## config.mk

```make
export PLATFORM = sky130hd
export DESIGN_NAME = sr_counter_ctrl
export DESIGN_NICKNAME = d
export VERILOG_FILES = /design/src/rtl/sr_counter_ctrl.sv
export SDC_FILE = /design/constraint.sdc
export NUM_CORES = 1
export LEC_CHECK = 0
export ABC_AREA = 1
export CORE_MARGIN = 2
export CORE_UTILIZATION = 40
export DETAILED_ROUTE_END_ITERATION = 16
export PLACE_DENSITY = 0.75
export SYNTH_ARGS = -nofsm -noshare
export SYNTH_HDL_FRONTEND = slang
export SYNTH_SLANG_ARGS = --single-unit
```

## constraint.sdc

```tcl
create_clock -name clk -period 1.71 [get_ports clk]
set_clock_uncertainty 0.2 [all_clocks]
set_input_delay 0.342 -clock clk [delete_from_list [all_inputs] [get_ports clk]]
set_output_delay 0.342 -clock clk [all_outputs]
set_load 0.05 [all_outputs]
```

## src/rtl/sr_counter_ctrl.sv

```systemverilog
// Run controller and count state for a WIDTH-bit counter built from clocked SR cells.
// Produces set/reset excitation vectors that move each cell from its present to its next value.
module sr_counter_ctrl #(
  parameter int WIDTH = 4
) (
  input  logic             clk,
  input  logic             rst,
  input  logic             start,
  input  logic             stop,
  input  logic             load,
  input  logic [WIDTH-1:0] load_val,
  input  logic [WIDTH-1:0] limit,
  input  logic             up_dn,
  input  logic             one_shot,
  output logic [WIDTH-1:0] count,
  output logic [WIDTH-1:0] s_vec,
  output logic [WIDTH-1:0] r_vec,
  output logic             busy,
  output logic             tc,
  output logic             done
);

  typedef enum logic [1:0] {IDLE, RUN, PAUSE, DONE} state_t;

  state_t           state_q, state_d;
  logic [WIDTH-1:0] count_q, count_d;
  logic             busy_q, busy_d;
  logic             done_q, done_d;

  logic             at_term;
  logic [WIDTH-1:0] wrap_val;
  logic [WIDTH-1:0] step_val;

  always_comb begin
    at_term  = up_dn ? (count_q >= limit) : (count_q == '0);
    wrap_val = up_dn ? '0 : limit;
    step_val = up_dn ? (count_q + 1'b1) : (count_q - 1'b1);
  end

  always_comb begin
    state_d = state_q;
    count_d = count_q;
    if (rst) begin
      state_d = IDLE;
      count_d = '0;
    end else begin
      unique case (state_q)
        IDLE: begin
          if (!stop) begin
            if (load)       count_d = load_val;
            else if (start) state_d = RUN;
          end
        end
        RUN: begin
          // Load is deliberately ignored while running.
          if (stop)          state_d = PAUSE;
          else if (!at_term) count_d = step_val;
          else if (!one_shot) count_d = wrap_val;
          else               state_d = DONE;
        end
        PAUSE: begin
          if (!stop) begin
            if (load)       count_d = load_val;
            else if (start) state_d = RUN;
          end
        end
        DONE: begin
          if (!stop) begin
            if (load) begin
              count_d = load_val;
              state_d = IDLE;
            end else if (start) begin
              count_d = wrap_val;
              state_d = RUN;
            end
          end
        end
        default: state_d = IDLE;
      endcase
    end
    busy_d = (state_d == RUN);
    done_d = (state_d == DONE);
  end

  always_ff @(posedge clk) begin
    if (rst) begin
      state_q <= IDLE;
      count_q <= '0;
      busy_q  <= 1'b0;
      done_q  <= 1'b0;
    end else begin
      state_q <= state_d;
      count_q <= count_d;
      busy_q  <= busy_d;
      done_q  <= done_d;
    end
  end

  // Set only bits rising 0->1, reset only bits falling 1->0, so S and R are never both high.
  assign s_vec = count_d & ~count_q;
  assign r_vec = ~count_d & count_q;

  assign tc    = (state_q == RUN) && at_term && !stop && !rst;
  assign count = count_q;
  assign busy  = busy_q;
  assign done  = done_q;

endmodule

```

==> impl_results.md, run 1 <==
- Run status: finished, violations left
- Failing checks: negative setup slack
- Startpoint Class: flip-flop
- Post-Syn Nets: 172
- Longest Clk Path Bufs: 2
- GRT Total Usage: between 30% and 40%
- Data required time at the worst endpoint: about 1200 ps
- Fin cells: 246
- DRT iter0 DRCs: 69
- Min-delay worst type: input port to flip-flop
- Synthesis-to-layout area growth: 117.8%
- Crit path DAT: approximately 2000 ps
- Vias in the first global route: about 1,300
- Total power: between 1 and 1.5 mW
- H-tree depth: 1
- Inserted Clock Buffers: 3
- Root Buffer: clkbuf_4
- LEAKAGE: just over 0.9 nW
- Post-synthesis sequential area ratio: around 18%
- Slew Limit Fails: 0
- Crit share post-route: 148.7%
- TritonCTS clock tree: done
- Cell row count: 17
- Largest net degree at the start of global routing: 9
- Sink Count: 8
- Fin crit period: between 2000 and 3000 ps
- Post-DRT Antenna Nets: 0
- I/O Buffers: 29
- Hold slack: ~580 ps
- Vias/cell: ~5.7
- Initial Utilization: slightly above 40%
- Max Clk Rate: between 0.3 and 0.4 GHz
- I/O pin count: 30
- Yosys Warn Count: 0
- Clock latency on the worst-skew pair: ~280 ps
- Die W: 51.00 um
- Cells after DPL: about 240
- R2R Setup Slk: -300 ps
- Placer congestion estimate: approximately 0.9
- CP top delay family: simple AND/OR/NAND/NOR gates
- Total Nets Final: 242
- Worst reg2reg path startpoint: count[3]
- Largest stage delay on the critical path: between 300 and 400 ps
- Synth cell types: 21
- Hold endpoint: count[0]
- DR vias: 1,412
- Pwr/cell area: 614.5 nW/um^2
- Worst Tran Pin Value: ~400 ps
- Reg clk slew, reported paths: approximately 60 ps
- DRC Markers: 0
- Drt total wl: about 4700 um
- Die Y: around 51 um
- Share of cells above drive strength 1: about half
- Max_slew headroom: between 70% and 80%
- Synth top area cells: dfxtp_1, nand2_1, inv_1
- RSZ-0062 raised after global routing: yes
- Antenna cells: 0
- Synth area leader: dfxtp_1
- Die ar.: 2600 sq um
- Reg2Reg Depth: 10
- First-pass DRT Iterations: 4
- Critical path class: flip-flop to primary output
- Register bit total from synthesis: 8
- FF-to-FF End: state_q[1]
- Hold-critical path depth: 6
- Syn_area_per_cell: a little under 6 sq um
- DP HPWL: between 2000 and 3000 um
- Worst Setup End Kind: primary output
- Critical Path, Cell by Cell: buf_4, inv_2, nand3_2, o21ai_4, nand3_1, nand3_4, nand2_2, nor2_4, buf_12
- Worst setup margin: -832.8 ps
- Fill cell count: between 100 and 150
- Final setup fails: 16
- Congestion Overflow GR: 0
- CORE AREA: 2148 sq um
- Slowest CP cell: dfxtp_4
- Worst VDD drop: ~0.00074 V
- Initial antenna violation count: 0
- Worst hold start: load
- Critical path buffer and inverter count: 3
- First-pass GRT wire length: roughly 5800 um
- Drt wl/cell: between 15 and 20 um
- Final Hold Fails: 0
- Synth Instances: 150
- MaxCap Viol Count: 0
- Synth Cell Area: ~880 sq um
- Top cell type's share of synthesized area: a little under a fifth
- Max FO, Critical Path: 5
==> layout make-up <==
type	count	area (sq um)	share of cell area, %
timing repair buffer	66	716.9	37.26
clock buffer	3	22.52	1.170
sequential	8	175.2	9.103
inverter	28	110.1	5.722
multi-input combinational	113	864.6	44.93
tap	28	35.03	1.821
==> cells by family (layout without fill, tap and decap cells) <==
family / Yosys count / count (layout) / share of synthesized area [%]
flops: 8 / 8 / 18.13
fa+ha+maj: 7 / 7 / 10.76
xor+xnor: 1 / 1 / 0.9917
buf+inv: 29 / 97 / 12.46
compound gates: 32 / 32 / 20.68
simple gates: 73 / 73 / 36.97
==> cell usage in the layout, fill, tap and decap left out, drive strengths merged, types with 2 or more instances in the layout <==
master	n
dfxtp	8
buf	52
nand2	40
o211ai	2
a21oi	17
clkdlybuf4s50	7
nand3	14
ha	6
o21ai	12
clkbuf	3
nor2	17
dlygate4sd2	6
inv	28
==> synthesized netlist by cell type (all sizes together) <==
cell type / count
nand2: 40
inv: 28
a21oi: 17
nor2: 17
nand3: 14
o21ai: 12
dfxtp: 8
ha: 6
o211ai: 2
buf: 1
fa: 1
nor3: 1
nor3b: 1
o21a: 1
xor2: 1
==> registers in the layout, indices dropped and copies added, names as in the netlist <==
| signal | flops |
|---|---|
| state_q | 2 |
| busy | 1 |
| count | 4 |
| done | 1 |
==> worst max path at each step <==
stage               cells past startpoint  endpoint  startpoint
finish                                  9  s_vec[0]    count[3]
global route                           12  r_vec[3]       up_dn
CTS                                    15  s_vec[2]    count[0]
detailed placement                     13  s_vec[3]       up_dn
global placement                       12  s_vec[1]    limit[3]
floorplan                              14  s_vec[2]    count[0]
==> where the power goes <==
group / internal, mW / leakage, nW / total [mW] / switching (mW)
combinational: 0.350 / 0.827 / 0.797 / 0.447
sequential: 0.203 / 0.0683 / 0.225 / 0.0224
clock: 0.0813 / 0.0138 / 0.161 / 0.0793
total: 0.634 / 0.909 / 1.18 / 0.548
==> metal layers <==
metal  GRT usage [%]  part of all wire [%]  up-vias
met2           54.11                    51       94
met5               0                     0        -
met1           31.55                    35      658
met3           4.094                   6.7       37
li1                -                     -      623
met4           26.13                   7.6        0
==> worst register-to-register path: cells and delay by family, from the launching register on <==
kind / cells / cell delay (ps)
AOI/OAI and AO/OA: 2 / 440
buffers and inverters: 4 / 520
DFF: 1 / 350
and+or+nand+nor: 4 / 430
==> metrics by stage <==
step / utilization (%) / TNS (ps) / cell area, sq um / worst slack [ps]
2_1_floorplan: - / -5232 / 1036 / -564.1
3_3_place_gp: 81.30 / -11930 / 1747 / -941.6
3_5_place_dp: 81.30 / -12420 / 1747 / -981.3
4_1_cts: 85.50 / -7436 / 1837 / -744.9
5_1_grt: 89.57 / -9274 / 1924 / -906.6
6_report: 89.57 / -8471 / 1924 / -832.8
==> timing repair <==
action | CTS | global route
setup endpoints to repair | 16 | 16
hold buffers | 0 | 0
setup buffers | 5 | 2
gates resized for setup | 17 | 22
pin swaps | 15 | 8
(Power assumes the default switching activity.)
==> run 2, diff against run 1 <==
- ABC_AREA: 1 -> default
- CORE_UTILIZATION: 40 -> 42
- SKIP_LAST_GASP: default -> 1
==> impl_results.md, run 2 <==
- Pwr/cell area: 596.3 nW/um^2 (-3.0%)
- Run status: finished, violations left
- Synthesis-to-layout area growth: 113.7%
- Crit path DAT: 2520 ps (+520 ps)
- Synth area leader: dfxtp_1
- Final core utilization: 95.95% (+6.4 points)
- Cell row count: 17 (unchanged)
- Die W: 53.09 um (+4.1%)
- H-tree depth: 1 (unchanged)
- Vias/cell: 6.816 (+19%)
- Vias in the first global route: 1,596 (+19%)
- Synth Flop Type: dfxtp_1
- Max FO, Critical Path: 6 (+1)
- Sink Count: 8 (unchanged)
- RSZ-0062 raised after global routing: yes
- Inserted Clock Buffers: 3 (unchanged)
- Placer congestion estimate: 0.8813 (-4.1%)
- Initial antenna violation count: 0 (unchanged)
- Data required time at the worst endpoint: 1170 ps (about the same)
- Die Y: 53.09 um (+4.1%)
- Async set-reset flop share out of synthesis: 0% (unchanged)
- I/O pin count: 30 (unchanged)
- Longest Clk Path Bufs: 2 (unchanged)
- Max reg flops: 4 (unchanged)
- Root Buffer: clkbuf_4
- Post-DRT Antenna Nets: 0 (unchanged)
- Synth Cell Area: 1012 sq um (+15%)
- Cells after DPL: 229 (-3.8%)
- R2R Setup Slk: -770 ps (-470 ps)
- Worst setup margin: -1351 ps (-518.0 ps)
- First-pass GRT wire length: 7817 um (+35%)
- Synth cell types: 48 (+130%)
- Synth Instances: 129 (-14%)
- Min-delay worst type: input port to flip-flop
- Hold-critical path depth: 3 (-3)
- GRT Total Usage: 39.76% (+9.1 points)
- Reg clk slew, reported paths: 80 ps (+20 ps)
- Drt wl/cell: 26.24 um (+38%)
- DP HPWL: 3229 um (+27%)
- Max_slew headroom: 44.81% (-29 points)
- Slew Limit Fails: 0 (unchanged)
- TritonCTS clock tree: done
- Fin cells: 239 (-2.8%)
- Register bit total from synthesis: 8 (unchanged)
- DR vias: 1,629 (+15%)
- Sw frac: 45.66% (-0.72 points)
- Clock power share: 14.6% (+1.0 points)
- Die ar.: 2819 sq um (+8.4%)
- Total power: 1.290 mW (+9.1%)
- Final setup fails: 16 (unchanged)
- Total Nets Final: 234 (-3.3%)
- Int Pwr: 0.7010 mW (+11%)
- MaxCap Viol Count: 0 (unchanged)
- Post-Syn Nets: 151 (-12%)
- Most common cell after layout, fill and taps aside: buf_4
- First-pass DRT Iterations: 5 (+1)
- Initial Utilization: 44.89% (+3.8 points)
- Worst Tran Pin Value: 807.0 ps (+418.3 ps)
- Flop pwr share: 17.1% (-2.0 points)
- Yosys Warn Count: 0 (unchanged)
- Most numerous cell in the Yosys netlist: nor2_1
- Top cells by count, synth: nor2_1, inv_1, dfxtp_1
- DRT iter0 DRCs: 139 (+100%)
- Worst VDD drop: 0.0005957 V (-19%)
- P_sw: 0.5890 mW (+7.4%)
- Worst Setup End Kind: primary output
- CORE AREA: 2255 sq um (+5.0%)
- Combinational group share of total power: 68.4% (+1.0 points)
- Antenna cells: 0 (unchanged)
- Crit share post-route: 179.0% (+30 points)
- Congestion Overflow GR: 0 (unchanged)
- Share of cells above drive strength 1: 62.09% (+12 points)
- Clock latency on the worst-skew pair: 280 ps (about the same)
- I/O Buffers: 29 (unchanged)
- Synth top area cells: dfxtp_1, ha_1, nor2_1
- Largest net degree at the start of global routing: 10 (+1)
- Failing checks: negative setup slack
- Drt total wl: 6272 um (+34%)
- Startpoint Class: flip-flop
- Fin crit period: 3061 ps (+518.0 ps)
- Reg2Reg Depth: 9 (-1)
- Most frequent cells in the layout: buf_4, buf_12, nor2_1
- DRC Markers: 0 (unchanged)
- Final Hold Fails: 0 (unchanged)
- Post-synthesis sequential area ratio: 15.82% (-2.3 points)
- EDFF count, synth: 0 (unchanged)
- Syn_area_per_cell: 7.847 sq um (+33%)
- Critical path class: flip-flop to primary output
- LEAKAGE: 0.8953 nW (-1.6%)
- Max Clk Rate: 0.3267 GHz (-17%)
- Top cell type's share of synthesized area: 15.82% (-2.3 points)
==> run 2: cell count changes after synthesis, sizes merged, moves of 5 or more <==
cell,before,now
a2111oi,0,5
a21oi,17,7
inv,28,13
nand2,40,7
nand2b,0,5
nand3,14,0
nor3,1,7
o21ai,12,3
==> run 2: cell families after synthesis <==
group | count (synthesis) | share of synthesized area (%)
buffers and inverters | 22 | 13.35
adders and majority gates | 7 | 9.394
AOI/OAI and AO/OA | 38 | 29.05
xor gates and xnor gates | 3 | 2.596
and+or+nand+nor | 48 | 26.70
muxes | 3 | 3.090
DFF | 8 | 15.82
==> run 2: critical path, stage by stage, from the launching register on <==
cell and delay (ps):
dfxtp_2 360, buf_4 180, nor2b_1 140, a2111oi_0 730
a2111oi_1 170, buf_4 200, o31ai_2 70, buf_4 190
nor2_4 50, buf_12 140
==> run 2: stage by stage <==
step                      setup WS [ps]  instance area (sq um)  hold slack [ps]  TNS (ps)
after CTS                         -1003                   2092            466.9    -10420
final                             -1351                   2163            536.5    -14550
after global placement            -1304                   1936            499.2    -16590
after global routing              -1318                   2163            525.4    -14640
after detailed placement          -1482                   1936            507.1    -18090
after floorplan                  -845.6                   1162            213.8     -9117
==> run 2: cell type report <==
cell class,count,area (sq um)
repair buffers,87,864.6
well taps,28,35.03
flip-flops and latches,8,170.2
inverters,13,51.30
fillers,49,91.34
clock buffers,4,26.28
multi-input cells,99,1016
==> run 2: worst paths after layout <==
kind,startpoint,to
worst min register to register,count[0],count[0]
worst max-delay path,count[2],s_vec[2]
worst max register to register,count[2],count[2]
worst min-delay path,stop,done
==> run 2: what timing repair did <==
item                                    CTS  global route
pin swaps                                19             8
endpoints found under the setup margin   16            16
hold buffers                              0             0
buffers inserted                          7             4
gates resized for setup                  32            12
cloned                                    0             0
==> run 2: power groups by stage <==
stage	clock (mW)	sequential (mW)	combinational, mW
finish	0.188	0.220	0.882
global route	0.189	0.220	0.906
CTS	0.177	0.217	0.778
detailed placement	0	0.219	0.716
global placement	0	0.217	0.688
floorplan	0	0.260	0.348
==> run 2: routing by layer <==
metal	vias up	track usage, %	wire, um
li1	637	-	-
met3	80	12.43	703
met4	0	23.50	677
met2	176	67.71	2776
met5	-	0	0
met1	736	42.74	2114
==> edit 1, RTL diff (config.mk and constraints of run 2) <==
Make the reset (`rst`) asynchronous in one clocked block.
--- a/src/rtl/sr_counter_ctrl.sv
+++ b/src/rtl/sr_counter_ctrl.sv
@@ -83,5 +83,5 @@
   end
 
-  always_ff @(posedge clk) begin
+  always_ff @(posedge clk or posedge rst) begin
     if (rst) begin
       state_q <= IDLE;
Function: differs if rst is asserted again (counterexample within 4 cycles, from zero or initial values and one cycle with rst high); with rst held inactive, the same outputs for 10 cycles.
==> edit 1 against run 2 <==
The flow still finishes with violations (setup timing); setup slack better by 0.17 ns; largest power group unchanged; sequential cell count unchanged; area after synthesis rose by 2.7%; power grew 0.73%; routed wire length increased by 11%; largest cell class unchanged; highest routed layer unchanged; final area is 6.6% higher; register-to-register slack improved by 0.16 ns.
==> edit 1: results (changes against run 2) <==
metric	value	unit	change
status	finished with violations		unchanged
setup TNS	-13.64	ns	was -14.55 ns
Crit path arrival time	2.35	ns	was 2.52 ns
Crit Reg-Reg Endpoint	count[2]$_DFF_PP0_		was count[2]$_SDFF_PP0_
Synth area leaders	dfrtp_1 (19%), ha_1 (7.2%), nor3_1 (6.3%)		was dfxtp_1 (16%), ha_1 (7.4%), nor2_1 (5.9%)
global-route wire length before repair	8400	um	was 7820 um
drt wl/cell	28.0	um	was 26.2 um
Post-Place Setup Slack	-1.26	ns	was -1.48 ns
GP Congestion	0.930		was 0.881
sequential share of power	0.174		was 0.171
r2r setup slk	-0.61	ns	was -0.77 ns
final net count	242		was 234
final setup fails	19		was 16
largest delay contributor family on the critical path	buffers and inverters		was compound AO/OA/AOI/OAI gates
register area share after synthesis	0.193		was 0.158
failing checks	setup timing		unchanged
Leak Pwr	0.984	nW	was 0.895 nW
number of global-route vias before repair	1609		was 1,596
mean post-synth cell area	7.70	sq um	was 7.85 sq um
Int Power	0.000712	W	was 0.000701 W
ratio of cells with drive above 1 in the final layout	0.612		was 0.621
total setup buffers inserted after CTS	15		was 7
Vias/cell	7.05		was 6.82
Worst Hold Class	input port to async pin		was input port to flip-flop
CP startpoint	count[0]$_DFF_PP0_		was count[2]$_SDFF_PP0_
slowest cell on the critical path	dfrtp_2		was a2111oi_0
Max IR drop VDD	0.719	mV	was 0.596 mV
Net Switching	0.000588	W	was 0.000589 W
FF-to-FF path depth	10		was 9
commonest cells in the netlist	inv_1 (13), nor3_1 (13), nor2_1 (12)		was nor2_1 (16), inv_1 (13), dfxtp_1 (8)
Inst Count DP	225		was 229
Routed WL	6970	um	was 6270 um
main flop type after synthesis	dfrtp_1		was dfxtp_1
Resized cells post-CTS	43		was 32
syn_nets	157		was 151
final setup margin	-1.18	ns	was -1.35 ns
crit-path max FO	5		was 6
slowest stage delay, CP	0.40	ns	was 0.73 ns
clock power share	0.138		was 0.146
fraction of registers with async set/reset	1.00		was 0
total track usage	0.424		was 0.398
DRT iter0 DRCs	176		was 139
-- edit 1: changes by cell type in the layout (fill, tap and decap cells not counted), sizes merged, moves of 3 or more --
cell	delta
a2111oi	-4
dfrtp	+8
dfxtp	-8
nand2	+3
nor2	-4
nor3	+7
-- edit 1: through the flow --
stage | area [sq um] | hold WS (ns)
after CTS | 2210 | 0.454
after global placement | 1870 | 0.613
final | 2310 | 0.558
after detailed placement | 1870 | 0.636
after floorplan | 1170 | 0.165
after global routing | 2310 | 0.554
-- edit 1: cell type report --
cell class / instances / area, sq um / share of cell area
Clock buffer: 4 / 26.3 / 0.0114
Inverter: 13 / 51.3 / 0.0222
Sequential cell: 8 / 204 / 0.0884
Multi-Input combinational cell: 105 / 1060 / 0.460
Timing Repair Buffer: 89 / 927 / 0.402
Tap cell: 30 / 37.5 / 0.0163
-- edit 1: metal layers --
layer	part of all wire	track usage	vias up
li1	-	-	663
met1	0.33	0.497	802
met2	0.44	0.673	214
met3	0.13	0.119	77
met4	0.098	0.278	0
met5	0	0	-
-- edit 1: how the worst min path moves through the flow --
stage,endpoint,slack (ns),depth (start not counted)
floorplan,busy$_DFF_PP0_,0.17,2
global placement,count[3]$_DFF_PP0_,0.61,3
detailed placement,done,0.64,1
CTS,count[2]$_DFF_PP0_,0.45,3
global route,count[2]$_DFF_PP0_,0.55,3
finish,count[3]$_DFF_PP0_,0.56,3
-- edit 1: logic make-up (layout without fill, tap and decap cells) --
kind of cell | count (synthesis) | count (layout) | share of synthesized area
buffers and inverters | 22 | 106 | 0.0951
adder cells (fa/ha/maj) | 7 | 7 | 0.0915
multiplexers | 3 | 3 | 0.0301
flip-flops | 8 | 8 | 0.193
AND/OR/NAND/NOR | 54 | 54 | 0.295
XOR/XNOR | 3 | 3 | 0.0253
AO/OA/AOI/OAI | 38 | 38 | 0.271
==> edit 2, RTL diff (config.mk and constraints of run 2) <==
Made on the original files. Change the parameter `WIDTH` from 4 to 6.
--- a/src/rtl/sr_counter_ctrl.sv
+++ b/src/rtl/sr_counter_ctrl.sv
@@ -2,5 +2,5 @@
 // Produces set/reset excitation vectors that move each cell from its present to its next value.
 module sr_counter_ctrl #(
-  parameter int WIDTH = 4
+  parameter int WIDTH = 6
 ) (
   input  logic             clk,
Ports: changed (5 resized); port bits go from 30 to 40. The function was not compared with the original's and may differ.
==> edit 2 against run 2 <==
The run now fails in 4_1_cts; area after synthesis grew 34%.
==> edit 2: results (changes against run 2) <==
metric	value	unit	change
share of Yosys cell area claimed by the top area cell type	0.147		was 0.158
commonest cells in the netlist	nor2_1 (15), inv_1 (11), nand2_1 (11)		was nor2_1 (16), inv_1 (13), dfxtp_1 (8)
fraction of registers with async set/reset	0		unchanged
DPL Wire Length	4940	um	was 3230 um
total setup buffers inserted after CTS	19		was 7
Longest Clk Path Bufs	2		unchanged
Synth Warn #	0		unchanged
total CTS buffers	3		unchanged
htree depth	1		unchanged
mean post-synth cell area	7.64	sq um	was 7.85 sq um
library cells used by synthesis	50		was 48
register area share after synthesis	0.147		was 0.158
syn_nets	208		was 151
failing step	4_1_cts		
Synth area leaders	dfxtp_1 (15%), ha_1 (9.2%), nor2_1 (4.1%)		was dfxtp_1 (16%), ha_1 (7.4%), nor2_1 (5.9%)
GP Congestion	0.879		was 0.881
Seq cells post-synth	10		was 8
Resized cells post-CTS	49		was 32
CTS root buffer	clkbuf_4		unchanged
main flop type after synthesis	dfxtp_1		unchanged
status	stopped before the end		was finished with violations
error msg	[ERROR DPL-0038] Utilization greater than 100%, impossible to legalize		
PortBufs	39		was 29
-- edit 2: changes by cell type after synthesis, sizes merged, moves of 3 or more --
cell and change:
a2111oi -5, a211oi +5, ha +4, nand2 +4, nand2b +3, nand3 +6
nor3 +4, o21ai +3, o221ai +3, o311ai +4, o31a +4
-- edit 2: logic make-up after synthesis --
group,Yosys count,share of synthesized area
adders and majority gates,11,0.107
muxes,3,0.0239
and+or+nand+nor,68,0.268
AOI/OAI and AO/OA,62,0.371
DFF,10,0.147
buffers and inverters,21,0.0644
xor gates and xnor gates,3,0.0193
-- edit 2: stage by stage --
stage | cell area, sq um | setup TNS (ns) | worst slack (ns) | utilization | std cells
3_5_place_dp | 2710 | -26.71 | -1.53 | 0.880 | 320
3_3_place_gp | 2710 | -25.02 | -1.41 | 0.880 | 320
2_1_floorplan | 1600 | -17.02 | -1.07 | - | 178
